--- src/rtl/paula_audio_i2s_tx.sv ---
// Paula audio I2S transmitter.
// Serialises the 15-bit signed left/right mixer sums onto an I2S link (BCLK, LRCLK, SDATA).
// Each sample is widened to 16 bits by appending a zero LSB, so the sign is kept.
// The link runs freely from an internal divider of the bus clock. Inputs are sampled
// once per 32-slot frame, on the cycle frame_strobe reports.
//
// Build option:
//   PAULA_I2S_LEFT_JUSTIFIED_EN - defined: left-justified framing, so the MSB is driven in the
//                                 slot where LRCLK changes.
//                                 undefined: standard I2S, so data trails LRCLK by one BCLK.
module paula_audio_i2s_tx #(
  // Bus-clock cycles per BCLK half-period; must be >= 1.
  parameter int unsigned BCLK_DIV = 4
) (
  input  logic        clk,
  input  logic        reset,
  input  logic [14:0] ldata,
  input  logic [14:0] rdata,
  output logic        i2s_bclk,
  output logic        i2s_lrclk,
  output logic        i2s_data,
  output logic        frame_strobe
);

  // Width of the divider counter. It is kept at least one bit wide so that BCLK_DIV=1 works.
  localparam int unsigned DivW = (BCLK_DIV > 1) ? $clog2(BCLK_DIV) : 1;
  localparam logic [DivW-1:0] DivLast = DivW'(BCLK_DIV - 1);
  localparam logic [4:0] LastSlot = 5'd31;

  logic [DivW-1:0] div_cnt_q, div_cnt_d;
  logic            bclk_q, bclk_d;
  logic [4:0]      bit_cnt_q, bit_cnt_d;
  logic            lrclk_q, lrclk_d;
  logic [31:0]     shift_q, shift_d;
  logic            data_q, data_d;
  logic            strobe_q, strobe_d;

  logic        div_tick;
  logic        bclk_fall;
  logic        frame_start;
  logic [31:0] capture_word;
  logic [4:0]  bit_cnt_inc;

  // Decode the divider terminal count, BCLK edges and the frame-start cycle.
  always_comb begin
    div_tick     = (div_cnt_q == DivLast);
    bclk_fall    = div_tick & bclk_q;
    frame_start  = bclk_fall & (bit_cnt_q == LastSlot);
    capture_word = {ldata, 1'b0, rdata, 1'b0};
    bit_cnt_inc  = bit_cnt_q + 5'd1;
  end

  // Next-state logic for the divider, the slot counter and the shift path.
  always_comb begin
    div_cnt_d = div_tick ? '0 : div_cnt_q + DivW'(1);
    bclk_d    = div_tick ? ~bclk_q : bclk_q;
    bit_cnt_d = bit_cnt_q;
    lrclk_d   = lrclk_q;
    shift_d   = shift_q;
    data_d    = data_q;
    strobe_d  = frame_start;

    if (bclk_fall) begin
      bit_cnt_d = bit_cnt_inc;
      // LRCLK follows the slot that starts on this edge: slots 0-15 are left, 16-31 are right.
      lrclk_d   = bit_cnt_inc[4];
      if (frame_start) begin
`ifdef PAULA_I2S_LEFT_JUSTIFIED_EN
        // The MSB goes out on the capture edge itself, together with the LRCLK change.
        data_d  = capture_word[31];
        shift_d = {capture_word[30:0], 1'b0};
`else
        // Slot 0 still carries the previous frame's right LSB. The new word starts in slot 1.
        data_d  = shift_q[31];
        shift_d = capture_word;
`endif
      end else begin
        data_d  = shift_q[31];
        shift_d = {shift_q[30:0], 1'b0};
      end
    end
  end

  // State registers with a synchronous reset. The slot counter starts at 31, so the first
  // falling edge is a frame start.
  always_ff @(posedge clk) begin
    if (reset) begin
      div_cnt_q <= '0;
      bclk_q    <= 1'b0;
      bit_cnt_q <= LastSlot;
      lrclk_q   <= 1'b1;
      shift_q   <= '0;
      data_q    <= 1'b0;
      strobe_q  <= 1'b0;
    end else begin
      div_cnt_q <= div_cnt_d;
      bclk_q    <= bclk_d;
      bit_cnt_q <= bit_cnt_d;
      lrclk_q   <= lrclk_d;
      shift_q   <= shift_d;
      data_q    <= data_d;
      strobe_q  <= strobe_d;
    end
  end

  // Drive the outputs straight from registers so that the pins are glitch-free.
  always_comb begin
    i2s_bclk     = bclk_q;
    i2s_lrclk    = lrclk_q;
    i2s_data     = data_q;
    frame_strobe = strobe_q;
  end

  // Capture always coincides with BCLK low and the start of the left slot.
  strobe_at_left_start : assert property (@(posedge clk) disable iff (reset)
    frame_strobe |-> (!i2s_bclk && !i2s_lrclk));

endmodule

--- config.mk ---
export PLATFORM = sky130hd
export DESIGN_NAME = paula_audio_i2s_tx
export DESIGN_NICKNAME = d
export VERILOG_FILES = /design/src/rtl/paula_audio_i2s_tx.sv
export SDC_FILE = /design/constraint.sdc
export NUM_CORES = 1
export LEC_CHECK = 0
export ABC_AREA = 0
export BUFFER_PORTS_ARGS = -buffer_cell sky130_fd_sc_hd__buf_2
export CAP_MARGIN = 5
export CORE_ASPECT_RATIO = 0.75
export CORE_MARGIN = 2
export CORE_UTILIZATION = 40
export DETAILED_ROUTE_END_ITERATION = 16
export GPL_ROUTABILITY_DRIVEN = 0
export GPL_TIMING_DRIVEN = 0
export PLACE_DENSITY = 0.63
export SYNTH_ARGS = -nofsm -noshare
export SYNTH_HDL_FRONTEND = slang
export SYNTH_SLANG_ARGS = --single-unit
--- constraint.sdc ---
create_clock -name clk -period 2.6 [get_ports clk]
set_input_delay 0.26 -clock clk [delete_from_list [all_inputs] [get_ports clk]]
set_output_delay 0.26 -clock clk [all_outputs]
set_load 0.05 [all_outputs]
==> results of run 1 <==
[stage by stage]
step | instances | hold slack [ps] | instance area (sq um) | util (%)
after global placement | 270 | 426 | 2070 | 46.9
after floorplan | 178 | 364 | 1820 | -
final | 278 | 240 | 2160 | 48.9
after detailed placement | 270 | 426 | 2070 | 46.9
after CTS | 278 | 221 | 2160 | 48.9
after global routing | 278 | 247 | 2160 | 48.9
[Yosys cell counts]
cell,count
sky130_fd_sc_hd__clkbuf_1,4
sky130_fd_sc_hd__nand3b_1,3
sky130_fd_sc_hd__or3b_1,1
sky130_fd_sc_hd__a211oi_1,19
sky130_fd_sc_hd__mux2i_1,29
sky130_fd_sc_hd__buf_2,1
sky130_fd_sc_hd__dfxtp_1,41
sky130_fd_sc_hd__and2_4,1
sky130_fd_sc_hd__nand2b_1,1
sky130_fd_sc_hd__nor2_1,30
sky130_fd_sc_hd__a21oi_1,4
sky130_fd_sc_hd__o21ai_1,1
sky130_fd_sc_hd__buf_8,2
sky130_fd_sc_hd__nor3b_1,2
sky130_fd_sc_hd__a211oi_2,10
sky130_fd_sc_hd__nand3_1,2
sky130_fd_sc_hd__and3_1,2
sky130_fd_sc_hd__ha_1,3
sky130_fd_sc_hd__nor3_1,2
sky130_fd_sc_hd__o21bai_1,1
sky130_fd_sc_hd__buf_6,2
sky130_fd_sc_hd__nand2_1,9
sky130_fd_sc_hd__xnor2_1,2
sky130_fd_sc_hd__buf_4,6
[metal layers]
layer / vias to the layer above / part of all wire (%) / routed length, microns / track usage, %
met1: 636 / 53 / 1960 / 22.4
met2: 26 / 41 / 1500 / 23.2
met4: 0 / 1.2 / 43 / 5.83
met3: 5 / 4.5 / 163 / 4.34
li1: 722 / - / - / -
met5: - / 0 / 0 / 0
[final cells by class]
class	instances	area share (%)
Clock buffer	5	3.19
Multi-Input combinational cell	122	41.1
Buffer	15	5.45
Timing Repair Buffer	35	8.12
Tap cell	57	3.31
Sequential cell	41	38.1
Clock inverter	3	0.812
[path summary, 6_finish.rpt]
path	start	to	slack, ps	depth (start not counted)
worst max register to register	bit_cnt_q[0]	shift_q[8]	840	7
worst min-delay path	reset	bit_cnt_q[3]	240	2
worst max-delay path	bit_cnt_q[0]	shift_q[8]	840	7
worst min register to register	div_cnt_q[0]	div_cnt_q[0]	430	1
[critical path, cell delays in order (launching register included)]
cell	delay, ps
sky130_fd_sc_hd__dfxtp_1	340
sky130_fd_sc_hd__ha_1	220
sky130_fd_sc_hd__and3_1	190
sky130_fd_sc_hd__ha_1	170
sky130_fd_sc_hd__buf_4	160
sky130_fd_sc_hd__buf_4	190
sky130_fd_sc_hd__mux2i_1	140
sky130_fd_sc_hd__a211oi_1	250
[kinds of logic after synthesis]
| family | share of synthesized area [%] |
|---|---|
| buffers and inverters | 6.45 |
| adders and majority gates | 2.06 |
| AOI/OAI and AO/OA | 16.5 |
| xor gates and xnor gates | 0.960 |
| DFF | 45.0 |
| and+or+nand+nor | 13.2 |
| muxes | 15.9 |
[registers in the layout, indices dropped and copies added, names as in the netlist]
signal,cells
bit_cnt_q,5
div_cnt_q,2
frame_strobe,1
i2s_bclk,1
i2s_data,1
shift_q,31
[power by group through the flow]
stage | clock network, mW | logic [mW] | registers (mW)
floorplan | 0 | 0.0667 | 0.661
CTS | 0.422 | 0.110 | 0.643
detailed placement | 0 | 0.109 | 0.658
global placement | 0 | 0.108 | 0.658
global route | 0.450 | 0.121 | 0.644
finish | 0.409 | 0.108 | 0.643
==> flow_results.org, run 1 <==
** Clocking
- Number of buffers inserted during clock tree synthesis :: 5
- In this run, post-CTS hold repair placed 0 buffers.
- Number of buffers inserted to repair setup after CTS :: 0
- The number of gates resized after CTS was 0.
- # H-tree levels :: 2
- Clock tree from TritonCTS :: done
- Clock-pin slew was measured on the worst setup and hold paths at 80 ps.
- CTS root buf :: sky130_fd_sc_hd__clkbuf_8
- The longest clock path from root to sink contains 2 buffers.
- Clock latency of the later-clocked register in the worst-skew pair :: 290 ps
- Clock tree synthesis found a total of 41 sinks.

** Synthesis
- Summing the sequential cell areas from Yosys gives 45.0% of the chip area.
- Post-synth top area share :: 45.0%
- Gate count after technology mapping :: 178
- Synth warn :: 0
- The average instance in the mapped netlist occupies 10.2 sq um.
- After synthesis the cells add up to 0.00182 sq mm.
- When the netlist entered floorplanning its net count stood at 213.
- Top area cells in the synthesized netlist :: sky130_fd_sc_hd__dfxtp_1 (45%), sky130_fd_sc_hd__mux2i_1 (16%), sky130_fd_sc_hd__a211oi_1 (7.8%)
- Cell taking the most area after synthesis :: sky130_fd_sc_hd__dfxtp_1
- Count of unique library cells instantiated by Yosys :: 24
- After synthesis the netlist holds a flip-flop and latch count of 41.

** Timing
- Total of endpoints with negative setup slack in the final report :: 0
- Slew HR :: 52.4%
- The worst path meets setup with 841 ps of slack.
- Worst-Margin Slew :: 714 ps
- Worst clock skew on the final layout :: 8.71 ps
- Max Transition Viols Final :: 0
- Final critical-path required period :: 1760 ps
- Summed over all failing endpoints, the final setup total negative slack is 0 ps.
- Highest achievable clock rate :: 0.569 GHz
- Period utilization :: 67.6%
- The number of hold-slack violations in the final timing report came to 0.
- Setup repair after global routing missed its margin :: false

** Pwr
- The analysis attributes to net switching a power of 0.285 mW.
- Gate power share :: 9.3%
- Power, Total :: 1.16 mW
- Net switching is 24.6% of the power.
- The analysis attributes to cell leakage a power of 1.01 nW.
- The internal power of the cells totals 0.875 mW.
- Clock network fraction of total power :: 35.3%
- In this run the power density over the cells is 538 mW/mm^2.
- The share of total power dissipated in sequential elements is 55.4%.
- VDD IR-drop max :: 391 uV

** Setup path
- The worst setup path is launched from a flop.
- In this run the worst path has a maximum fanout of 10.
- Data arrives at the worst endpoint at 1970 ps.
- Data required time at the worst endpoint :: 2810 ps
- Kind of end point of the critical path :: flop
- The worst setup path is of the reg2reg kind.

** Placement
- Post-detail-place hpwl :: 2530 microns
- IO buf count :: 35
- Prior to clock tree synthesis, the placed netlist has a worst setup slack of 874 ps.

** Run status
- The run finished with clean final reports.

** Global routing
- Global routing finished with a remaining overflow of 0.
- Initial antenna violation count :: 0
- For this run, the total global-route usage over all layers was measured as 15.9%.
- Entering global routing, the biggest net connects 14 pins.
- The first global-routing pass estimated 6310 microns of wire.
- The via count of the first global-routing pass came to 1361.

** Cells and area
- Compared with the post-synthesis result, the final layout area differs by 18.2%.
- Sequential standard cell area :: 821 sq um
- Area occupied by multi-input gates :: 886 sq um
- The repair_antennas step left the layout with diodes totalling 0.
- Count of filler cells inserted in the layout :: 444
- # nets final :: 255
- Layout cell share with drive strength beyond 1 :: 29.4%
- In the layout the commonest cells are sky130_fd_sc_hd__dfxtp_1 (41), sky130_fd_sc_hd__buf_2 (36), sky130_fd_sc_hd__nor2_1 (30).
- Leaving out fill and tap cells, the most frequent cell in the layout is sky130_fd_sc_hd__dfxtp_1.

** Routing
- The count of nets left with antenna violations once routing finished came out at 0.
- The routed layout has 1389 vias.
- After detailed routing, the number of remaining DRC violations is 0.
- After detailed routing, the average wire length per cell comes to 13.2 microns.
- The detailed router finished its first iteration with 41 violations.
- Using the TritonRoute via totals, the vias-per-cell ratio works out to 5.00.
- The pre-antenna-repair detailed-routing pass consisted of 4 iterations.
- After detailed routing, the total wire length is 3660 microns.

** Min path
- In this run the worst hold path is classified as in2reg.

** Die
- The die is 82.0 microns wide.
- Die Ht :: 62.5 microns
- Floorplan die area :: 0.00512 sq mm
- The core region is 0.00441 sq mm.
- Number of top-level pins :: 36
- Number of rows created at floorplan :: 21
- The initial utilization of the core area, before any placement, comes to 41.3%.

** Job
- Max-cap violations in this run came to 0.
Note: power is estimated with default switching activity, not from simulation.
==> run 2: changes to the inputs <==
--- a/config.mk
+++ b/config.mk
@@ -5,7 +5,7 @@
 export SDC_FILE = /design/constraint.sdc
 export NUM_CORES = 1
 export LEC_CHECK = 0
-export ABC_AREA = 0
+export ABC_AREA = 1
 export BUFFER_PORTS_ARGS = -buffer_cell sky130_fd_sc_hd__buf_2
 export CAP_MARGIN = 5
 export CORE_ASPECT_RATIO = 0.75
@@ -14,7 +14,7 @@
 export DETAILED_ROUTE_END_ITERATION = 16
 export GPL_ROUTABILITY_DRIVEN = 0
 export GPL_TIMING_DRIVEN = 0
-export PLACE_DENSITY = 0.63
+export PLACE_DENSITY = 0.65
 export SYNTH_ARGS = -nofsm -noshare
 export SYNTH_HDL_FRONTEND = slang
 export SYNTH_SLANG_ARGS = --single-unit
==> constraint.sdc (replaced) <==
create_clock -name clk -period 1.4 [get_ports clk]
set_input_delay 0.14 -clock clk [delete_from_list [all_inputs] [get_ports clk]]
set_output_delay 0.14 -clock clk [all_outputs]
set_load 0.05 [all_outputs]
==> run 2 against run 1 <==
Effect of this change:
- the run now ends with negative setup slack left
- cell count rose by 24%
- area after synthesis fell by 1.3%
- combinational power is 96% higher
- routed wire length is 2.6% higher
- critical path depth is 2 higher
- critical endpoint is now shift_q[6]
- largest power group unchanged
==> flow_results.org, run 2 <==
** Synthesis
- The cell type contributing the most total cell area after synthesis is sky130_fd_sc_hd__dfxtp_1 (unchanged).
- Ys async rst share :: 0% (unchanged)
- Post-synthesis sequential element count :: 41 (unchanged)
- Sequential share of the synthesized area :: 45.6% (was 45.0%)
- The summed instance area of the synthesized netlist came to 0.00180 sq mm (was 0.00182 sq mm).
- The synthesized netlist net count was 277 (was 213).
- Number of enable flip-flop cells after synthesis :: 0 (unchanged)
- The number of distinct library cells after synthesis came to 20 (was 24).
- Top area cells in the synthesized netlist: sky130_fd_sc_hd__dfxtp_1 (46%), sky130_fd_sc_hd__nand2_1 (14%), sky130_fd_sc_hd__o21ai_0 (13%) (was sky130_fd_sc_hd__dfxtp_1 (45%), sky130_fd_sc_hd__mux2i_1 (16%), sky130_fd_sc_hd__a211oi_1 (7.8%)).
- The Yosys warning count is 0 (unchanged).
- The area share of the leading cell type in the synthesized netlist was 45.6% (was 45.0%).
- Most instantiated cells after synthesis :: sky130_fd_sc_hd__nand2_1 (65), sky130_fd_sc_hd__o21ai_0 (46), sky130_fd_sc_hd__dfxtp_1 (41) (was sky130_fd_sc_hd__dfxtp_1 (41), sky130_fd_sc_hd__nor2_1 (30), sky130_fd_sc_hd__mux2i_1 (29))
- Post-synth top flop :: sky130_fd_sc_hd__dfxtp_1 (unchanged)
- Gate count after technology mapping :: 242 (was 178)
- Synth Area per Inst :: 7.44 sq um (was 10.2 sq um)
- Leading cell type by number of instances after synthesis :: sky130_fd_sc_hd__nand2_1 (was sky130_fd_sc_hd__dfxtp_1)

** Placement
- The placed cell area came to 0.00209 sq mm (was 0.00207 sq mm).
- The number of buffers added on ports is 35 (unchanged).
- Post-detail-place hpwl :: 2620 microns (was 2530 microns)

** Run status
- Run status :: finished, violations left (was finished, final reports clean)
- The final reports fail on negative setup slack.

** Cells and area
- Commonest non-fill, non-tap cell in the layout :: sky130_fd_sc_hd__nand2_1 (was sky130_fd_sc_hd__dfxtp_1)
- Registers with the most flip-flops: shift_q: 31 flops, bit_cnt_q: 5 flops, div_cnt_q: 2 flops (unchanged).
- The number of inserted diodes was 0 (unchanged).
- Layout cell share with drive strength beyond 1 :: 28.0% (was 29.4%)
- The area growth from synthesis to layout came to 26.5% (was 18.2%).
- Post-Route Utilization :: 51.9% (was 48.9%)
- Finished Cell Area :: 0.00228 sq mm (was 0.00216 sq mm)
- The number of flip-flops under the largest register name was 31 (unchanged).
- # nets final :: 323 (was 255)
- The number of fillers in the final layout is 438 (was 444).
- The register with the most flip-flops is shift_q (unchanged).
- Most used cells in the layout excluding fill and tap cells: sky130_fd_sc_hd__nand2_1 (65), sky130_fd_sc_hd__dfxtp_1 (38), sky130_fd_sc_hd__buf_2 (37) (was sky130_fd_sc_hd__dfxtp_1 (41), sky130_fd_sc_hd__buf_2 (36), sky130_fd_sc_hd__nor2_1 (30)).

** Clocking
- The post-cts hold buffer count is 0 (unchanged).
- Clock latency of the later-clocked register in the worst-skew pair :: 290 ps (about the same)
- Clock tree from TritonCTS :: done (unchanged)
- The number of CTS-inserted buffers is 5 (unchanged).
- The number of sinks handled by clock tree synthesis came to 41 (unchanged).
- Clock edge transition at the registers on the reported setup and hold paths :: 80 ps (about the same)
- The number of H-tree levels is 2 (unchanged).
- The library cell used as clock root buffer was sky130_fd_sc_hd__clkbuf_8 (unchanged).
- The number of buffers on the longest clock path is 2 (unchanged).

** Routing
- Number of iterations in the first detailed-routing pass :: 4 (unchanged)
- Number of DRC markers in iteration 0 :: 63 (was 41)
- Final wirelength :: 3760 microns (was 3660 microns)
- Wire length per cell after detailed routing :: 10.9 microns (was 13.2 microns)
- Routed via count :: 1563 (was 1389)
- The via density per instance was 4.52 (was 5.00).
- Count of nets left with antenna violations after detail routing :: 0 (unchanged)
- Residual DRC count :: 0 (unchanged)

** Pwr
- Cell area power density :: 1050 mW/mm^2 (was 538 mW/mm^2)
- The peak supply drop came to 630 uV (was 391 uV).
- The static leakage came to 1.00 nW (was 1.01 nW).
- Power, Total :: 2.38 mW (was 1.16 mW)

** Timing
- The final setup slack of the worst path is -69.8 ps (was 841 ps).
- The final-layout setup total negative slack came to -1200 ps (was 0 ps).
- The number of hold-slack violations in the final timing report was 0 (unchanged).
- Setup repair after global routing missed its margin :: true (was false)
- The actual slew at the worst max-slew pin came to 255 ps (was 714 ps).
- The hold slack is 94.3 ps (was 240 ps).
- Highest achievable clock rate :: 0.680 GHz (was 0.569 GHz)
- The number of setup violations in the final report came to 29 (was 0).
- The final clock skew was 8.42 ps (was 8.71 ps).
- The final period utilization came to 105% (was 67.6%).
- The relative max-transition margin is 82.8% (was 52.4%).
- Final critical-path required period :: 1470 ps (was 1760 ps)
- The total count of max-transition violations in the final report is 0 (unchanged).

** Global routing
- Met2 layer usage reported by global route :: 22.0% (was 23.2%)
- Number of global-route vias before repair :: 1385 (was 1361)
- Fraction of met3 tracks used by global routing :: 3.92% (was 4.34%)
- Met1 track demand over resource :: 24.0% (was 22.4%)
- The layer with the highest usage after global routing is met1 (was met2).
- Pin count of the biggest net entering global routing :: 13 (was 14)
- Overall global routing resource usage :: 16.1% (was 15.9%)
- The first-pass GRT wire length is 6280 microns (was 6310 microns).
- Congestion Overflow GR :: 0 (unchanged)
- The initial antenna violation count came to 0 (unchanged).

** Min path
- The path class of the lowest-slack min-delay path was in2reg (unchanged).
- Hold Path Stages :: 3 (was 2)

** Die
- Floorplan die area :: 0.00506 sq mm (was 0.00512 sq mm)
- Die Ht :: 62.1 microns (was 62.5 microns)
- Width of the die :: 81.5 microns (was 82.0 microns)
- Core ar. :: 0.00439 sq mm (was 0.00441 sq mm)
- The number of rows created at floorplan came to 21 (unchanged).
- The starting utilization of the core area is 41.0% (was 41.3%).
- Number of top-level pins :: 36 (unchanged)

** Setup path
- The maximum net fanout on the critical path came to 9 (was 10).
- Crit path arrival time :: 1660 ps (was 1970 ps)
- The kind of start point of the critical path was a flop (unchanged).
- The type of the setup path with the least slack is reg2reg (unchanged).
- The sort of element at the end of the critical path is a flop (unchanged).
- R2r worst-path depth :: 9 (was 7)
- The required time at the worst-slack endpoint came to 1590 ps (was 2810 ps).

** Job
- The reported max-cap violation count was 0 (unchanged).
==> run 2: cell families (layout without fill, tap and decap cells) <==
kind of cell,count (synthesis),after routing,synth area share [%]
buf+inv,46,93,11.7
compound gates,60,60,19.3
flops,41,41,45.6
fa+ha+maj,3,3,2.09
simple gates,92,92,21.3
==> run 2: area by class of cell <==
| cell class | count | area, sq um | share of cell area [%] |
|---|---|---|---|
| Clock buffer | 7 | 86.3 | 3.79 |
| Sequential cell | 41 | 825 | 36.2 |
| Inverter | 33 | 129 | 5.66 |
| Timing Repair Buffer | 39 | 205 | 9.01 |
| Clock inverter | 1 | 30.0 | 1.32 |
| Multi-Input combinational cell | 155 | 792 | 34.8 |
| Tap cell | 57 | 71.3 | 3.13 |
| Buffer | 13 | 140 | 6.15 |
==> run 2: repair_timing <==
item / in CTS / in global routing
cloned: 2 / 0
setup endpoints to repair: 30 / 32
buffers inserted: 2 / 0
resized for setup: 28 / 6
pin swaps: 2 / 0
==> run 2: power by group <==
| group | switching (mW) | internal [mW] | total (mW) | leakage (nW) |
|---|---|---|---|---|
| logic | 0.114 | 0.0985 | 0.212 | 0.615 |
| clock network | 0.401 | 0.581 | 0.982 | 0.0585 |
| registers | 0.00652 | 1.18 | 1.19 | 0.329 |
| total | 0.521 | 1.86 | 2.38 | 1.00 |
==> run 2: path summary, 6_finish.rpt <==
kind / slack [ps] / to / from
worst min-delay path: 90 / shift_q[24] / ldata[7]
worst min register to register: 430 / div_cnt_q[0] / div_cnt_q[0]
worst max register to register: -70 / shift_q[6] / bit_cnt_q[0]
worst max-delay path: -70 / shift_q[6] / bit_cnt_q[0]
==> run 2: critical path, cell delays in order, from the launching register on <==
cell and delay (ps):
sky130_fd_sc_hd__dfxtp_2 360, sky130_fd_sc_hd__ha_4 140, sky130_fd_sc_hd__inv_2 40, sky130_fd_sc_hd__nor3_2 100, sky130_fd_sc_hd__ha_2 200, sky130_fd_sc_hd__buf_8 150, sky130_fd_sc_hd__clkbuf_4 170, sky130_fd_sc_hd__o21ai_0 90
sky130_fd_sc_hd__nand2_1 80, sky130_fd_sc_hd__o21ai_2 50
==> run 2: through the flow <==
step	instances	setup slack, ps
3_5_place_dp	334	-171
5_1_grt	346	-198
4_1_cts	346	-77.4
3_3_place_gp	334	-189
2_1_floorplan	242	7.83
6_report	346	-69.8
==> run 2: metal layers <==
layer  wire length (microns)  up-vias
met2                    1520       25
met4                      57        0
met1                    2030      666
li1                        -      865
met3                     152        7
met5                       0        -
==> run 3: changes to the inputs <==
--- a/config.mk
+++ b/config.mk
@@ -14,7 +14,7 @@
 export DETAILED_ROUTE_END_ITERATION = 16
 export GPL_ROUTABILITY_DRIVEN = 0
 export GPL_TIMING_DRIVEN = 0
-export PLACE_DENSITY = 0.65
+export PLACE_DENSITY = 0.66
 export SYNTH_ARGS = -nofsm -noshare
 export SYNTH_HDL_FRONTEND = slang
 export SYNTH_SLANG_ARGS = --single-unit
==> run 3 against run 2 <==
Effect of this change:
- the run still ends with negative setup slack left
- cell area up 5.5%
- clock power down 24%
- sequential power about the same
- global-route usage is 0.12 points higher
- die area unchanged
- sequential share of layout area fell by 1.9 points
- non-clock buffer count increased by 4
- cell count up 1.4%
- sequential cell count stayed put
==> flow_results.org, run 3 (same netlist as run 2, synthesis figures left out) <==
** Clocking
- Count of hold-fix buffers inserted at cts :: 0 (unchanged)
- Clock latency of the later-clocked register in the worst-skew pair :: 300 ps (was 290 ps)
- Number of buffers inserted during clock tree synthesis :: 5 (unchanged)
- The clock-pin slew of the registers on the worst-case setup and hold paths is 80 ps (about the same).
- # H-tree levels :: 2 (unchanged)
- Max Buffers Root-to-Sink :: 2 (unchanged)
- The number of sinks handled by clock tree synthesis came to 41 (unchanged).
- The clock tree from TritonCTS was done (unchanged).
- CTS root buf :: sky130_fd_sc_hd__clkbuf_8 (unchanged)

** Global routing
- The total track usage is 16.2% (was 16.1%).
- The via count of the first global-routing pass is 1351 (was 1385).
- The initial antenna violation count was 0 (unchanged).
- The total global routing overflow was 0 (unchanged).
- The first-pass GRT wire length is 6230 microns (was 6280 microns).
- Pin count of the biggest net entering global routing :: 13 (unchanged)

** Cells and area
- Layout cell share with drive strength beyond 1 :: 32.0% (was 28.0%)
- The register with the most flip-flops was shift_q (unchanged).
- Count of filler cells inserted in the layout :: 415 (was 438)
- The number of inserted diodes is 0 (unchanged).
- The number of flip-flops under the largest register name is 31 (unchanged).
- Area occupied by multi-input gates :: 837 sq um (was 792 sq um)
- Most used cells in the layout excluding fill and tap cells: sky130_fd_sc_hd__nand2_1 (61), sky130_fd_sc_hd__dfxtp_1 (38), sky130_fd_sc_hd__buf_2 (37) (was sky130_fd_sc_hd__nand2_1 (65), sky130_fd_sc_hd__dfxtp_1 (38), sky130_fd_sc_hd__buf_2 (37)).
- The final cell area excluding filler cells is 0.00240 sq mm (was 0.00228 sq mm).
- The final layout net count is 328 (was 323).
- The most common library cell in the layout ignoring fill and taps was sky130_fd_sc_hd__nand2_1 (unchanged).
- Synth-to-layout area growth :: 33.6% (was 26.5%)
- Registers with the most flip-flops: shift_q: 31 flops, bit_cnt_q: 5 flops, div_cnt_q: 2 flops (unchanged).
- Sequential standard cell area :: 825 sq um (unchanged)

** Setup path
- Critical Path, Cell by Cell :: ha_4 -> inv_2 -> nor3_4 -> ha_4 -> buf_8 -> buf_8 -> nand2_1 -> o21ai_1 -> nand2_1 -> o21ai_0 (was ha_4 -> inv_2 -> nor3_2 -> ha_2 -> buf_8 -> clkbuf_4 -> o21ai_0 -> nand2_1 -> o21ai_2)
- Critical path peak fanout :: 10 (was 9)
- Worst setup SP type :: flop (unchanged)
- The arrival time reported for the critical path endpoint came to 1710 ps (was 1660 ps).
- The number of buffer and inverter instances along the worst setup path is 3 (unchanged).
- Highest-delay cell along the critical path :: sky130_fd_sc_hd__dfxtp_2 (unchanged)
- WS Path Type :: reg2reg (unchanged)
- Kind of end point of the critical path :: flop (unchanged)
- Worst stage delay on the critical path :: 350 ps (was 360 ps)
- The required time at the worst-slack endpoint came to 1620 ps (was 1590 ps).
- The largest delay contributor family on the critical path was flip-flops (unchanged).

** Timing
- Worst hold margin :: 85.8 ps (was 94.3 ps)
- Worst-Margin Slew :: 252 ps (was 255 ps)
- Setup repair after global routing missed its margin: true (unchanged).
- The highest clock frequency the design can meet was 0.668 GHz (was 0.680 GHz).
- The final period utilization was 107% (was 105%).
- Final critical-path required period :: 1500 ps (was 1470 ps)
- Smallest setup slack after layout :: -96.2 ps (was -69.8 ps)
- Count of final hold-check violations :: 0 (unchanged)
- Max Transition Viols Final :: 0 (unchanged)
- The final clock skew is 9.20 ps (was 8.42 ps).
- The relative max-transition margin was 83.0% (was 82.8%).
- The number of setup violations in the final report was 27 (was 29).

** Job
- Max-cap viol count :: 0 (unchanged)

** Placement
- The detailed-placement wirelength estimate is 2560 microns (was 2620 microns).
- The number of buffers added on ports was 35 (unchanged).
- Worst-case setup slack after placement :: -147 ps (was -171 ps)
- The placed cell area came to 0.00209 sq mm (unchanged).

** Routing
- The count of unresolved DRC violations after routing is 0 (unchanged).
- The number of DRC markers in iteration 0 was 80 (was 63).
- The total number of vias was 1614 (was 1563).
- The average wire length per cell after detail routing is 11.6 microns (was 10.9 microns).
- Number of iterations in the first detailed-routing pass :: 4 (unchanged)
- Detail-routed via count per cell :: 4.60 (was 4.52)
- The number of nets still failing antenna checks after routing was 0 (unchanged).
- The wire length reported by the detailed router was 4090 microns (was 3760 microns).

** Pwr
- Cell area power density :: 912 mW/mm^2 (was 1050 mW/mm^2)
- The peak supply drop is 532 uV (was 630 uV).
- The static leakage is 1.06 nW (was 1.00 nW).

** Run status
- Run status :: finished, violations left (unchanged)
- Violations in the final reports :: negative setup slack (unchanged)

** Die
- The die outline width came to 81.5 microns (unchanged).
- Number of top-level pins :: 36 (unchanged)
- The starting utilization of the core area was 41.0% (unchanged).
- The full die area was 0.00506 sq mm (unchanged).
- Number of rows created at floorplan :: 21 (unchanged)
- Die Ht :: 62.1 microns (unchanged)
- Core ar. :: 0.00439 sq mm (unchanged)

** Min path
- The path class of the lowest-slack min-delay path is in2reg (unchanged).
==> run 3: final timing paths <==
| path | depth (start not counted) | start | slack, ps | endpoint |
|---|---|---|---|---|
| worst max-delay path | 10 | bit_cnt_q[0] | -100 | shift_q[30] |
| worst min register to register | 1 | div_cnt_q[0] | 440 | div_cnt_q[0] |
| worst min-delay path | 3 | ldata[7] | 90 | shift_q[24] |
| worst max register to register | 10 | bit_cnt_q[0] | -100 | shift_q[30] |
==> run 3: worst register-to-register path: cells and delay by family, from the launching register on <==
family / cells / cell delay, ps
AOI/OAI and AO/OA: 2 / 170
adders and majority gates: 2 / 340
buffers and inverters: 3 / 320
DFF: 1 / 350
and+or+nand+nor: 3 / 250
==> run 3: power by group <==
group          switching (mW)  internal (mW)  total (mW)
logic                   0.131          0.126       0.258
clock network           0.403          0.346       0.749
registers             0.00745           1.18        1.19
total                   0.542           1.65        2.19
==> run 3: layer usage <==
metal / global-route usage (%) / routed length, microns / up-vias
met2: 21.4 / 1680 / 30
met4: 6.99 / 87 / 0
li1: - / - / 875
met1: 24.2 / 2150 / 700
met3: 4.51 / 172 / 9
met5: 0 / 0 / -
==> run 3: timing repair <==
item	in CTS	in global routing
pin swaps	3	2
resized for setup	33	30
endpoints found under the hold margin	0	0
setup endpoints to repair	30	32
buffers inserted	3	0
gates cloned	4	2
==> run 3: final cells by class <==
type                            instances  area share (%)
Clock buffer                            6            3.02
Inverter                               33            5.67
Buffer                                 13            6.14
Timing Repair Buffer                   43            12.2
Tap cell                               57            2.97
Sequential cell                        41            34.3
Multi-Input combinational cell        155            34.8
Clock inverter                          2           0.416
Timing Repair inverter                  1           0.468
==> run 3: metrics by stage <==
stage | TNS [ps] | util [%] | total power, mW | std cells
2_1_floorplan | 0 | - | 1.33 | 242
3_3_place_gp | -3440 | 47.7 | 1.41 | 334
4_1_cts | -2680 | 52.5 | 2.18 | 349
5_1_grt | -4250 | 54.8 | 2.32 | 351
3_5_place_dp | -3450 | 47.7 | 1.41 | 334
6_report | -1130 | 54.8 | 2.19 | 351
